`config.mk`:
```
export PLATFORM = sky130hd
export DESIGN_NAME = register_write_back
export DESIGN_NICKNAME = d
export VERILOG_FILES = /design/src/rtl/register_write_back_pkg.sv /design/src/rtl/register_write_back_reg_scoreboard.sv /design/src/rtl/register_write_back.sv
export SDC_FILE = /design/constraint.sdc
export NUM_CORES = 1
export LEC_CHECK = 0
export CAP_MARGIN = 10
export CORE_AREA = 4 4 167 169
export CTS_CLUSTER_DIAMETER = 200
export DETAILED_ROUTE_END_ITERATION = 10
export DIE_AREA = 0 0 171 173
export GPL_ROUTABILITY_DRIVEN = 0
export PLACE_DENSITY = 0.61
export RECOVER_POWER = 100
export SYNTH_ARGS = -nofsm -noshare
export SYNTH_HDL_FRONTEND = slang
export SYNTH_SLANG_ARGS = --single-unit
export TNS_END_PERCENT = 1
```
`constraint.sdc`:
```
create_clock -name clk -period 3.03 [get_ports clk]
set_input_delay 0.606 -clock clk [delete_from_list [all_inputs] [get_ports clk]]
set_output_delay 0.606 -clock clk [all_outputs]
set_load 0.1 [all_outputs]
```
`src/rtl/register_write_back_pkg.sv`:
```
// ----------------------------------------------------------------------------
// register_write_back_pkg
// Shared constants and types for the write-back register-file slice.
//   - Register file geometry (8 x 16).
//   - Field positions of the paired read address {srcA, srcB}.
//   - Layout of the 32-bit paired read word (srcA in the upper half).
//   - One-hot helper used by the scoreboard to build per-register masks.
// ----------------------------------------------------------------------------
package register_write_back_pkg;

  localparam int NREG   = 8;    // architectural registers (3-bit address)
  localparam int REG_AW = 3;
  localparam int DW     = 16;
  localparam int RD_W   = 2 * DW;

  // Paired read address fields: {srcA[5:3], srcB[2:0]}
  localparam int SRC_A_HI = 5;
  localparam int SRC_A_LO = 3;
  localparam int SRC_B_HI = 2;
  localparam int SRC_B_LO = 0;

  // Paired read word layout: R[srcA] in [31:16], R[srcB] in [15:0]
  localparam int RD_A_HI = 31;
  localparam int RD_A_LO = 16;
  localparam int RD_B_HI = 15;
  localparam int RD_B_LO = 0;

  typedef logic [REG_AW-1:0] reg_addr_t;
  typedef logic [DW-1:0]     reg_data_t;
  typedef logic [NREG-1:0]   reg_mask_t;

  // One-hot mask of addr, or all-zero when en is low.
  function automatic reg_mask_t reg_onehot(input logic en, input reg_addr_t addr);
    reg_mask_t m;
    m = '0;
    if (en) m[addr] = 1'b1;
    return m;
  endfunction

endpackage

```
`src/rtl/register_write_back_reg_scoreboard.sv`:
```
// ----------------------------------------------------------------------------
// reg_scoreboard
// Busy-bit scoreboard for the architectural registers.
//   clk, resetn      : clock, asynchronous active-low reset
//   wb_valid/wb_addr : commit clears busy[wb_addr]
//   iss_valid/addr   : issue sets busy[iss_addr] (dropped when flush is high)
//   squash_mask/flush: flush clears every masked busy bit
//   src_a, src_b     : read-stage sources, hazard-checked with iss_addr
//   busy             : current scoreboard
//   hazard           : decode must stall
//   sb_err           : sticky protocol-violation flag
// ----------------------------------------------------------------------------
module reg_scoreboard
  import register_write_back_pkg::*;
(
  input  logic              clk,
  input  logic              resetn,
  input  logic              wb_valid,
  input  logic [REG_AW-1:0] wb_addr,
  input  logic              iss_valid,
  input  logic [REG_AW-1:0] iss_addr,
  input  logic [NREG-1:0]   squash_mask,
  input  logic              flush,
  input  logic [REG_AW-1:0] src_a,
  input  logic [REG_AW-1:0] src_b,
  output logic [NREG-1:0]   busy,
  output logic              hazard,
  output logic              sb_err
);

  reg_mask_t busy_reg;
  reg_mask_t busy_next;
  logic      sb_err_reg;
  logic      sb_err_next;

  reg_mask_t wb_clr;    // register being committed this cycle
  reg_mask_t iss_set;   // register being claimed by a surviving issue
  reg_mask_t busy_eff;  // busy bits still blocking after this cycle's commit

  assign wb_clr   = reg_onehot(wb_valid, wb_addr);
  assign iss_set  = reg_onehot(iss_valid && !flush, iss_addr);
  assign busy_eff = busy_reg & ~wb_clr;

  // Clear by commit, then by flush, then set by issue: a same-cycle set
  // wins over either clear of the same register.
  genvar gi;
  generate
    for (gi = 0; gi < NREG; gi++) begin : g_busy
      assign busy_next[gi] = iss_set[gi] |
                             (busy_reg[gi] & ~wb_clr[gi] & ~(flush & squash_mask[gi]));
    end
  endgenerate

  // A register being committed this cycle is not a hazard: the read path
  // bypasses wb_data to the dependent instruction.
  assign hazard = busy_eff[src_a] | busy_eff[src_b] | busy_eff[iss_addr];

  assign sb_err_next = sb_err_reg |
                       (iss_valid & hazard) |
                       (wb_valid & ~busy_reg[wb_addr]);

  always_ff @(posedge clk or negedge resetn) begin
    if (!resetn) begin
      busy_reg   <= '0;
      sb_err_reg <= 1'b0;
    end else begin
      busy_reg   <= busy_next;
      sb_err_reg <= sb_err_next;
    end
  end

  assign busy   = busy_reg;
  assign sb_err = sb_err_reg;

endmodule

```
`src/rtl/register_write_back.sv`:
```
// ----------------------------------------------------------------------------
// register_write_back
// Write-back end of the register-file interface: 8x16 architectural
// register file, paired combinational read with write-through bypass, and
// the busy scoreboard used by decode for RAW/WAW stalls.
//   clk, resetn      : clock, asynchronous active-low reset
//   wb_valid/addr/data : commit from the final pipeline stage
//   iss_valid/iss_addr : instruction issue claiming a destination
//   squash_mask, flush : squash pending producers on a flush
//   reg_read_addr    : {srcA, srcB} from the read stage
//   reg_Read_Data    : {R[srcA], R[srcB]}
//   hazard, busy, sb_err : scoreboard status
// ----------------------------------------------------------------------------
module register_write_back
  import register_write_back_pkg::*;
(
  input  logic                clk,
  input  logic                resetn,
  input  logic                wb_valid,
  input  logic [REG_AW-1:0]   wb_addr,
  input  logic [DW-1:0]       wb_data,
  input  logic                iss_valid,
  input  logic [REG_AW-1:0]   iss_addr,
  input  logic [NREG-1:0]     squash_mask,
  input  logic                flush,
  input  logic [2*REG_AW-1:0] reg_read_addr,
  output logic [RD_W-1:0]     reg_Read_Data,
  output logic                hazard,
  output logic [NREG-1:0]     busy,
  output logic                sb_err
);

  // The array clears asynchronously, so it lives in flops rather than RAM.
  reg_data_t regs_reg [NREG];

  always_ff @(posedge clk or negedge resetn) begin
    if (!resetn) begin
      for (int i = 0; i < NREG; i++) regs_reg[i] <= '0;
    end else if (wb_valid) begin
      regs_reg[wb_addr] <= wb_data;
    end
  end

  reg_addr_t src_a;
  reg_addr_t src_b;

  assign src_a = reg_read_addr[SRC_A_HI:SRC_A_LO];
  assign src_b = reg_read_addr[SRC_B_HI:SRC_B_LO];

  // Each half reads independently, so srcA == srcB with a bypass yields
  // wb_data in both halves.
  genvar gi;
  generate
    for (gi = 0; gi < 2; gi++) begin : g_half
      localparam int LO = (gi == 1) ? RD_A_LO : RD_B_LO;
      localparam int HI = (gi == 1) ? RD_A_HI : RD_B_HI;
      reg_addr_t field;
      assign field = (gi == 1) ? src_a : src_b;
      assign reg_Read_Data[HI:LO] = (wb_valid && (wb_addr == field)) ? wb_data
                                                                     : regs_reg[field];
    end
  endgenerate

  reg_scoreboard u_scoreboard (
    .clk         (clk),
    .resetn      (resetn),
    .wb_valid    (wb_valid),
    .wb_addr     (wb_addr),
    .iss_valid   (iss_valid),
    .iss_addr    (iss_addr),
    .squash_mask (squash_mask),
    .flush       (flush),
    .src_a       (src_a),
    .src_b       (src_b),
    .busy        (busy),
    .hazard      (hazard),
    .sb_err      (sb_err)
  );

endmodule
```
# After elaboration in Yosys (flattened, before gate mapping)
# Index checks and enable logic that the tools add are counted.
[op_classes]
n_lt_le_gt_ge = 10
eq_ne = 2
mux = 25
bitwise = 60
reduce_logical = 7
[ops]
columns = ["op", "count"]
rows = [
  ["bitwise mux 128 bit", 1],
  ["2-to-1 mux 16 bit", 7],
  ["binary-select mux 16 bit (select 3 bit)", 2],
  ["demux 16 bit (select 3 bit)", 1],
  ["bitwise AND 1 bit", 26],
  ["inverter 1 bit", 17],
  ["less-than comparator 3 x 4 -> 1 bit (second input constant)", 4],
  ["2-to-1 mux 8 bit", 2],
  ["binary-select mux 1 bit (select 3 bit)", 4],
  [">= comparator 4 bit (second input constant)", 3],
  ["inverter 3 -> 4 bit", 3],
  ["OR 1 bit", 12],
  ["bitwise AND 8 bit", 1],
  ["inverter 8 bit", 1],
  ["demux 1 bit (select 3 bit)", 2],
  ["== test 3 bit", 2],
  [">= comparator 3 x 1 -> 1 bit (second input constant)", 2],
  ["logical AND 1 bit", 6],
  ["2-to-1 mux 1 bit", 6],
  ["less-than comparator 4 x 1 -> 1 bit (second input constant)", 1],
  ["logical NOT 1 bit", 1],
]
[word_totals]
reg_bits = 137
output_inout_bits = 42
elab_cells = 114

# Logic depth before layout (Yosys ltp)
[depth]
ltp_word = 14
ltp_mapped = 7
depth_no_buf = 5

# Hierarchy
# Synthesis repeated with hierarchy kept, for this count alone.
[unflattened]
hier_cells = 546
hier_area_um2 = 8369.3
[modules_own_cells]
columns = ["module", "instances", "cells_per_inst", "area_per_inst_um2", "seq_area_each_um2"]
rows = [
  ["register_write_back", 1, 452, 7508.5, 3203.1],
  ["reg_scoreboard", 1, 94, 860.8, 225.2],
]

# Least setup slack after synthesis
# No wires, ideal clock.
[synth_timing]
kind = "input -> output"
startpoint = "in reg_read_addr[0]"
endpoint = "out reg_Read_Data[10]"
t_arrival_ns = 3.403
required_time_ns = 2.424
slack_ns = -0.979
stages = 7
path_buffers = 3
path_cell_list = "clkbuf_1 > buf_2 > xnor2_1 > nand4_1 > clkbuf_1 > nor2_1 > a21oi_1"
[synth_via]
elab_chain_cells = 5
word_cells_on_any_way = 7
classes_between = "eq/ne: 1; mux: 4; bitwise: 1; reduce/logical: 1"
[synth_rtl]
columns = ["element", "line_no", "source"]
rows = [
  ["start, declared", "register_write_back.sv:26", "input logic [2*REG_AW-1:0] reg_read_addr,"],
  ["inverter 3 -> 4 bit (implied by the code)", "register_write_back.sv:60", ": regs_reg[field];"],
  ["binary-select mux 16 bit (select 3 bit)", "register_write_back.sv:60", ""],
  ["2-to-1 mux 16 bit (implied by the code) (2 in a row)", "register_write_back.sv:60", ""],
  ["2-to-1 mux 16 bit *", "register_write_back.sv:59", "assign reg_Read_Data[HI:LO] = (wb_valid && (wb_addr == field)) ? wb_data"],
  ["end, declared", "register_write_back.sv:27", "output logic [RD_W-1:0] reg_Read_Data,"],
]
# Every way passes the cells marked *; elsewhere a longest branch is shown, timed or not. The select of a mux whose other input is x is not followed.

# Final worst setup path
[layout_timing]
startpoint = "in wb_addr[1]"
endpoint = "out hazard"
[layout_via]
elab_chain_cells = 11
word_cells_on_any_way = 16
classes_between = "order compare: 2; mux: 9; bitwise: 4; reduce/logical: 1"
[layout_rtl]
columns = ["element", "line_no", "source"]
rows = [
  ["start, declared", "register_write_back.sv:20", "input logic [REG_AW-1:0] wb_addr,"],
  ["less-than comparator 3 x 4 -> 1 bit (implied by the code) / >= comparator 3 x 1 -> 1 bit (equally long branches)", "register_write_back_pkg.sv:36", "if (en) m[addr] = 1'b1;"],
  ["logical AND 1 bit (implied by the code)", "register_write_back_pkg.sv:36", ""],
  ["2-to-1 mux 1 bit (implied by the code)", "register_write_back_pkg.sv:36", ""],
  ["demux 1 bit (select 3 bit) *", "--", ""],
  ["2-to-1 mux 8 bit *", "register_write_back_pkg.sv:36", ""],
  ["inverter 8 bit *", "register_write_back_reg_scoreboard.sv:42", "assign busy_eff = busy_reg & ~wb_clr;"],
  ["bitwise AND 8 bit *", "register_write_back_reg_scoreboard.sv:42", ""],
  ["binary-select mux 1 bit (select 3 bit)", "register_write_back_reg_scoreboard.sv:56", "assign hazard = busy_eff[src_a] | busy_eff[src_b] | busy_eff[iss_addr];"],
  ["2-to-1 mux 1 bit (implied by the code)", "register_write_back_reg_scoreboard.sv:56", ""],
  ["OR 1 bit", "register_write_back_reg_scoreboard.sv:56", ""],
  ["OR 1 bit *", "register_write_back_reg_scoreboard.sv:56", ""],
  ["end, declared", "register_write_back.sv:28", "output logic hazard,"],
]
# Marked as above.

==> impl_results.html <==
<table>
<tr><th>Metric</th><th>Value</th></tr>
<tr><th colspan="2">Finish</th></tr>
<tr><td>Share of cells above drive strength 1</td><td>~44%</td></tr>
<tr><td>Area added between synthesis and finish</td><td>38.93%</td></tr>
<tr><td>Most common cell after layout, fill and taps aside</td><td>nand2_1</td></tr>
<tr><td>Filler Cells Inserted</td><td>around 2500</td></tr>
<tr><td>ANT cells</td><td>0</td></tr>
<tr><td>Final instance count without filler cells</td><td>about 1100</td></tr>
<tr><td>Final nets</td><td>831</td></tr>
<tr><td>Max FFs per register</td><td>128</td></tr>
<tr><td>Area of all placed cells without fillers</td><td>10940 um2</td></tr>
<tr><td>Final core utilization</td><td>41.15%</td></tr>
<tr><td>Most frequent cells in the layout</td><td>nand2_1 (147), dfrtp_1 (137), mux2_2 (80), mux4_2 (67), buf_4 (61)</td></tr>
<tr><th colspan="2">Logic synthesis</th></tr>
<tr><td>Share of synthesized flip-flops with an asynchronous set or reset</td><td>100.0%</td></tr>
<tr><td>Cell taking the most area after synthesis</td><td>dfrtp_1</td></tr>
<tr><td>Post-synthesis cell type count</td><td>46</td></tr>
<tr><td>Cell types occupying the most area after synthesis</td><td>dfrtp_1 (44%), mux4_2 (19%), mux2_2 (11%)</td></tr>
<tr><td>Sequential area share after synthesis</td><td>43.55%</td></tr>
<tr><td>Number of enable flip-flop cells after synthesis</td><td>0</td></tr>
<tr><td>Number of standard cells after synthesis</td><td>676</td></tr>
<tr><td>Count of warnings emitted by yosys</td><td>0</td></tr>
<tr><td>Syn avg cell area</td><td>11.64 um2</td></tr>
<tr><td>Post-synthesis sequential element count</td><td>137</td></tr>
<tr><td>Share of the synthesized area in the top cell type</td><td>a little over two fifths</td></tr>
<tr><td>Syn Std Cell Area</td><td>7871 um2</td></tr>
<tr><td>Most frequently used flop master after synthesis</td><td>dfrtp_1</td></tr>
<tr><td>Synth Net Count</td><td>717</td></tr>
<tr><th colspan="2">Outcome</th></tr>
<tr><td>Result of the run</td><td>finished, violations left</td></tr>
<tr><td>Violated checks</td><td>max-capacitance violations, max-slew violations, negative setup slack</td></tr>
<tr><th colspan="2">Power</th></tr>
<tr><td>Relative contribution of the clock network to total power</td><td>28.6%</td></tr>
<tr><td>Comb pwr share</td><td>39.9%</td></tr>
<tr><td>PD cells</td><td>714.8 nW/um2</td></tr>
<tr><td>Leak</td><td>0.004694 uW</td></tr>
<tr><td>Switch Pwr</td><td>2819 uW</td></tr>
<tr><td>Switching part of the total power</td><td>36.06%</td></tr>
<tr><td>Worst VDD drop</td><td>0.4257 mV</td></tr>
<tr><td>Sequential fraction of design power</td><td>between 30% and 40%</td></tr>
<tr><td>Internal Power</td><td>4998 uW</td></tr>
<tr><th colspan="2">Floorplanning</th></tr>
<tr><td>Die height</td><td>173 um</td></tr>
<tr><td># IOs</td><td>a little over 80</td></tr>
<tr><td>Core area</td><td>26580 um2</td></tr>
<tr><td>Die Footprint</td><td>29580 um2</td></tr>
<tr><td>Width of the die</td><td>171 um</td></tr>
<tr><td>Effective utilization at floorplan</td><td>29.62%</td></tr>
<tr><td>Total number of placement rows</td><td>60</td></tr>
<tr><th colspan="2">Timing</th></tr>
<tr><td>Number of slew-limit violations in the final report</td><td>69</td></tr>
<tr><td>Final count of hold timing violations</td><td>0</td></tr>
<tr><td>Actual slew at the worst max-slew pin</td><td>between 1.5 and 2 ns</td></tr>
<tr><td>Clock skew after layout</td><td>0.004392 ns</td></tr>
<tr><td>Final Cycle Share</td><td>103.4%</td></tr>
<tr><td>Setup repair after global routing missed its margin</td><td>true</td></tr>
<tr><td>Worst Setup Slack, final</td><td>-0.1037 ns</td></tr>
<tr><td>Total negative slack</td><td>-0.1037 ns</td></tr>
<tr><td>Min Tclk post-route</td><td>3.134 ns</td></tr>
<tr><td>F_max</td><td>319.1 MHz</td></tr>
<tr><td>Setup violations, final</td><td>1</td></tr>
<tr><td>Headroom to the max-slew limit</td><td>-15.30%</td></tr>
<tr><th colspan="2">Place</th></tr>
<tr><td>Sum of net half-perimeters after detailed placement</td><td>15.27 mm</td></tr>
<tr><td>Number of placed cells counting well taps</td><td>between 1000 and 1500</td></tr>
<tr><td>Placement-stage cell area</td><td>slightly above 10000 um2</td></tr>
<tr><td>Total of buffers placed on input and output ports</td><td>82</td></tr>
<tr><td>Worst slack, placed</td><td>-0.4910 ns</td></tr>
<tr><th colspan="2">Run</th></tr>
<tr><td>Max-cap violation count</td><td>1</td></tr>
<tr><th colspan="2">Detailed routing</th></tr>
<tr><td>Post-route ant nets</td><td>0</td></tr>
<tr><td>Starting DRC count in detailed routing</td><td>500</td></tr>
<tr><td>Detailed-route DRC error count</td><td>0</td></tr>
<tr><td>Via density per instance</td><td>5.113</td></tr>
<tr><td>Routed WL per cell</td><td>19.73 um</td></tr>
<tr><td>Wire length after detailed routing</td><td>22.57 mm</td></tr>
<tr><td>Iteration count of the initial detailed-routing pass</td><td>4</td></tr>
<tr><td>Via Count</td><td>5849</td></tr>
<tr><th colspan="2">Min path</th></tr>
<tr><td>HP Class</td><td>reg2reg</td></tr>
<tr><td>Hold Path Stages</td><td>2</td></tr>
<tr><th colspan="2">CTS</th></tr>
<tr><td>Clock latency of the later-clocked register in the worst-skew pair</td><td>approximately 0.43 ns</td></tr>
<tr><td>Clock tree from TritonCTS</td><td>built</td></tr>
<tr><td>Number of buffers created by CTS</td><td>17</td></tr>
<tr><td>Deepest clock path buffer count</td><td>2</td></tr>
<tr><td>Root Buffer</td><td>clkbuf_16</td></tr>
<tr><td>H-tree level count</td><td>4</td></tr>
<tr><td>Reg clk slew, reported paths</td><td>0.06 ns</td></tr>
<tr><td>Sink count of the clock tree</td><td>137</td></tr>
<tr><th colspan="2">Global routing</th></tr>
<tr><td>Met1 track demand over resource</td><td>20.31%</td></tr>
<tr><td>Busiest metal layer after global routing</td><td>met2</td></tr>
<tr><td>Number of antenna violations at the first check in global routing</td><td>1</td></tr>
<tr><td>Met3 usage in global routing</td><td>about 2.9%</td></tr>
<tr><td>Global Route met2 Usage</td><td>25.85%</td></tr>
<tr><td>First-pass GRT wire length</td><td>approximately 36 mm</td></tr>
<tr><td>Aggregate global routing overflow</td><td>0</td></tr>
<tr><td>Largest net degree at the start of global routing</td><td>69</td></tr>
<tr><td>Overall Global Routing Usage</td><td>15.64%</td></tr>
<tr><td>Via count of the first global-routing pass</td><td>6158</td></tr>
<tr><th colspan="2">Setup path</th></tr>
<tr><td>CP Class</td><td>in2out</td></tr>
<tr><td>Biggest cell delay along the critical path</td><td>between 0.5 and 0.6 ns</td></tr>
<tr><td>Data arrival at the endpoint of the critical path</td><td>between 2 and 3 ns</td></tr>
<tr><td>Crit-path max FO</td><td>2</td></tr>
<tr><td>Stages on the worst setup path</td><td>7</td></tr>
<tr><td>Cell Chain, Critical Path</td><td>buf_6 -&gt; or4b_4 -&gt; and2_4 -&gt; mux4_2 -&gt; a2111oi_4 -&gt; nand2_4 -&gt; buf_12</td></tr>
<tr><td>Worst reg-to-reg path cell count</td><td>19</td></tr>
<tr><td>Endpoint required time on the critical path</td><td>2.42 ns</td></tr>
<tr><td>Count of buffer and inverter cells on the critical path</td><td>2</td></tr>
<tr><td>Crit path max-delay cell type</td><td>or4b_4</td></tr>
<tr><td>Worst path top cell family by delay</td><td>simple AND/OR/NAND/NOR gates</td></tr>
<tr><td>Reg-to-reg setup timing slack</td><td>between 0.3 and 0.4 ns</td></tr>
<tr><td>Critical Path End Type</td><td>primary output</td></tr>
<tr><td>Type of origin of the critical path</td><td>primary input</td></tr>
</table>
[tightest hold or removal path, cell delays in order, from the launching register on]
cell and delay [ns]:
dfrtp_1 0.36, nand2_1 0.05, nand2_1 0.05
[cell type report]
| class | count | area, um2 | share of cell area, % |
|---|---|---|---|
| inverters | 1 | 3.754 | 0.03432 |
| well taps | 341 | 426.7 | 3.902 |
| clock buffers | 19 | 442.9 | 4.050 |
| flip-flops and latches | 137 | 3428 | 31.35 |
| clock inverters | 13 | 191.4 | 1.751 |
| repair buffers | 160 | 1828 | 16.72 |
| multi-input cells | 473 | 4614 | 42.20 |
[path summary, 6_finish.rpt]
kind                                            from                    to
worst min register to register         regs_reg[105]         regs_reg[105]
worst max-delay path                      wb_addr[1]                hazard
max in group asynchronous                     resetn         regs_reg[121]
worst max register to register  u_scoreboard.busy[2]  u_scoreboard.busy[2]
min in group asynchronous                     resetn          regs_reg[54]
worst min-delay path                   regs_reg[105]         regs_reg[105]
[cells by family after synthesis]
family | after synthesis | synth area share, %
AND/OR/NAND/NOR | 225 | 12.88
multiplexers | 180 | 34.81
flip-flops | 137 | 43.55
buffers and inverters | 66 | 3.322
AO/OA/AOI/OAI | 62 | 4.769
XOR/XNOR | 6 | 0.6676
[cells in the mapped netlist (2+ instances only)]
cell type / number
a21oi_1: 46
a22oi_1: 2
a31oi_1: 2
a32oi_1: 2
and2_1: 4
and3_1: 2
buf_1: 5
buf_2: 11
clkbuf_1: 49
dfrtp_1: 137
mux2_2: 80
mux2i_1: 33
mux4_2: 67
nand2_1: 148
nand3_1: 6
nand4_1: 3
nand4b_1: 3
nand4bb_1: 2
nor2_1: 34
nor2b_1: 7
nor3b_1: 2
nor4bb_1: 2
xnor2_1: 6
[power groups by stage]
stage / clock, uW / sequential [uW] / combinational, uW
after CTS: 2270 / 2450 / 3150
final: 2240 / 2460 / 3120
after detailed placement: 0 / 2480 / 3130
after global placement: 0 / 2450 / 3090
after floorplan: 0 / 2430 / 2120
after global routing: 2370 / 2510 / 3280
[stage by stage]
step / hold WS (ns) / total power, uW
2_1_floorplan: 0.3104 / 4550
4_1_cts: 0.2022 / 7873
3_3_place_gp: 0.4732 / 5549
6_report: 0.5000 / 7817
3_5_place_dp: 0.4841 / 5607
5_1_grt: 0.5209 / 8154
[what timing repair did]
item | in CTS | in global routing
hold buffers | 0 | 0
resized for setup | 25 | 17
setup endpoints to repair | 33 | 12
pin swaps | 4 | 4
buffers inserted | 15 | 5
[layer usage]
metal,vias up,share of wire (%)
met3,37,4.4
met5,-,0.089
met1,2998,42
met2,126,51
met4,2,2.5
li1,2686,-
No activity file was read; power rests on OpenSTA's default activity.
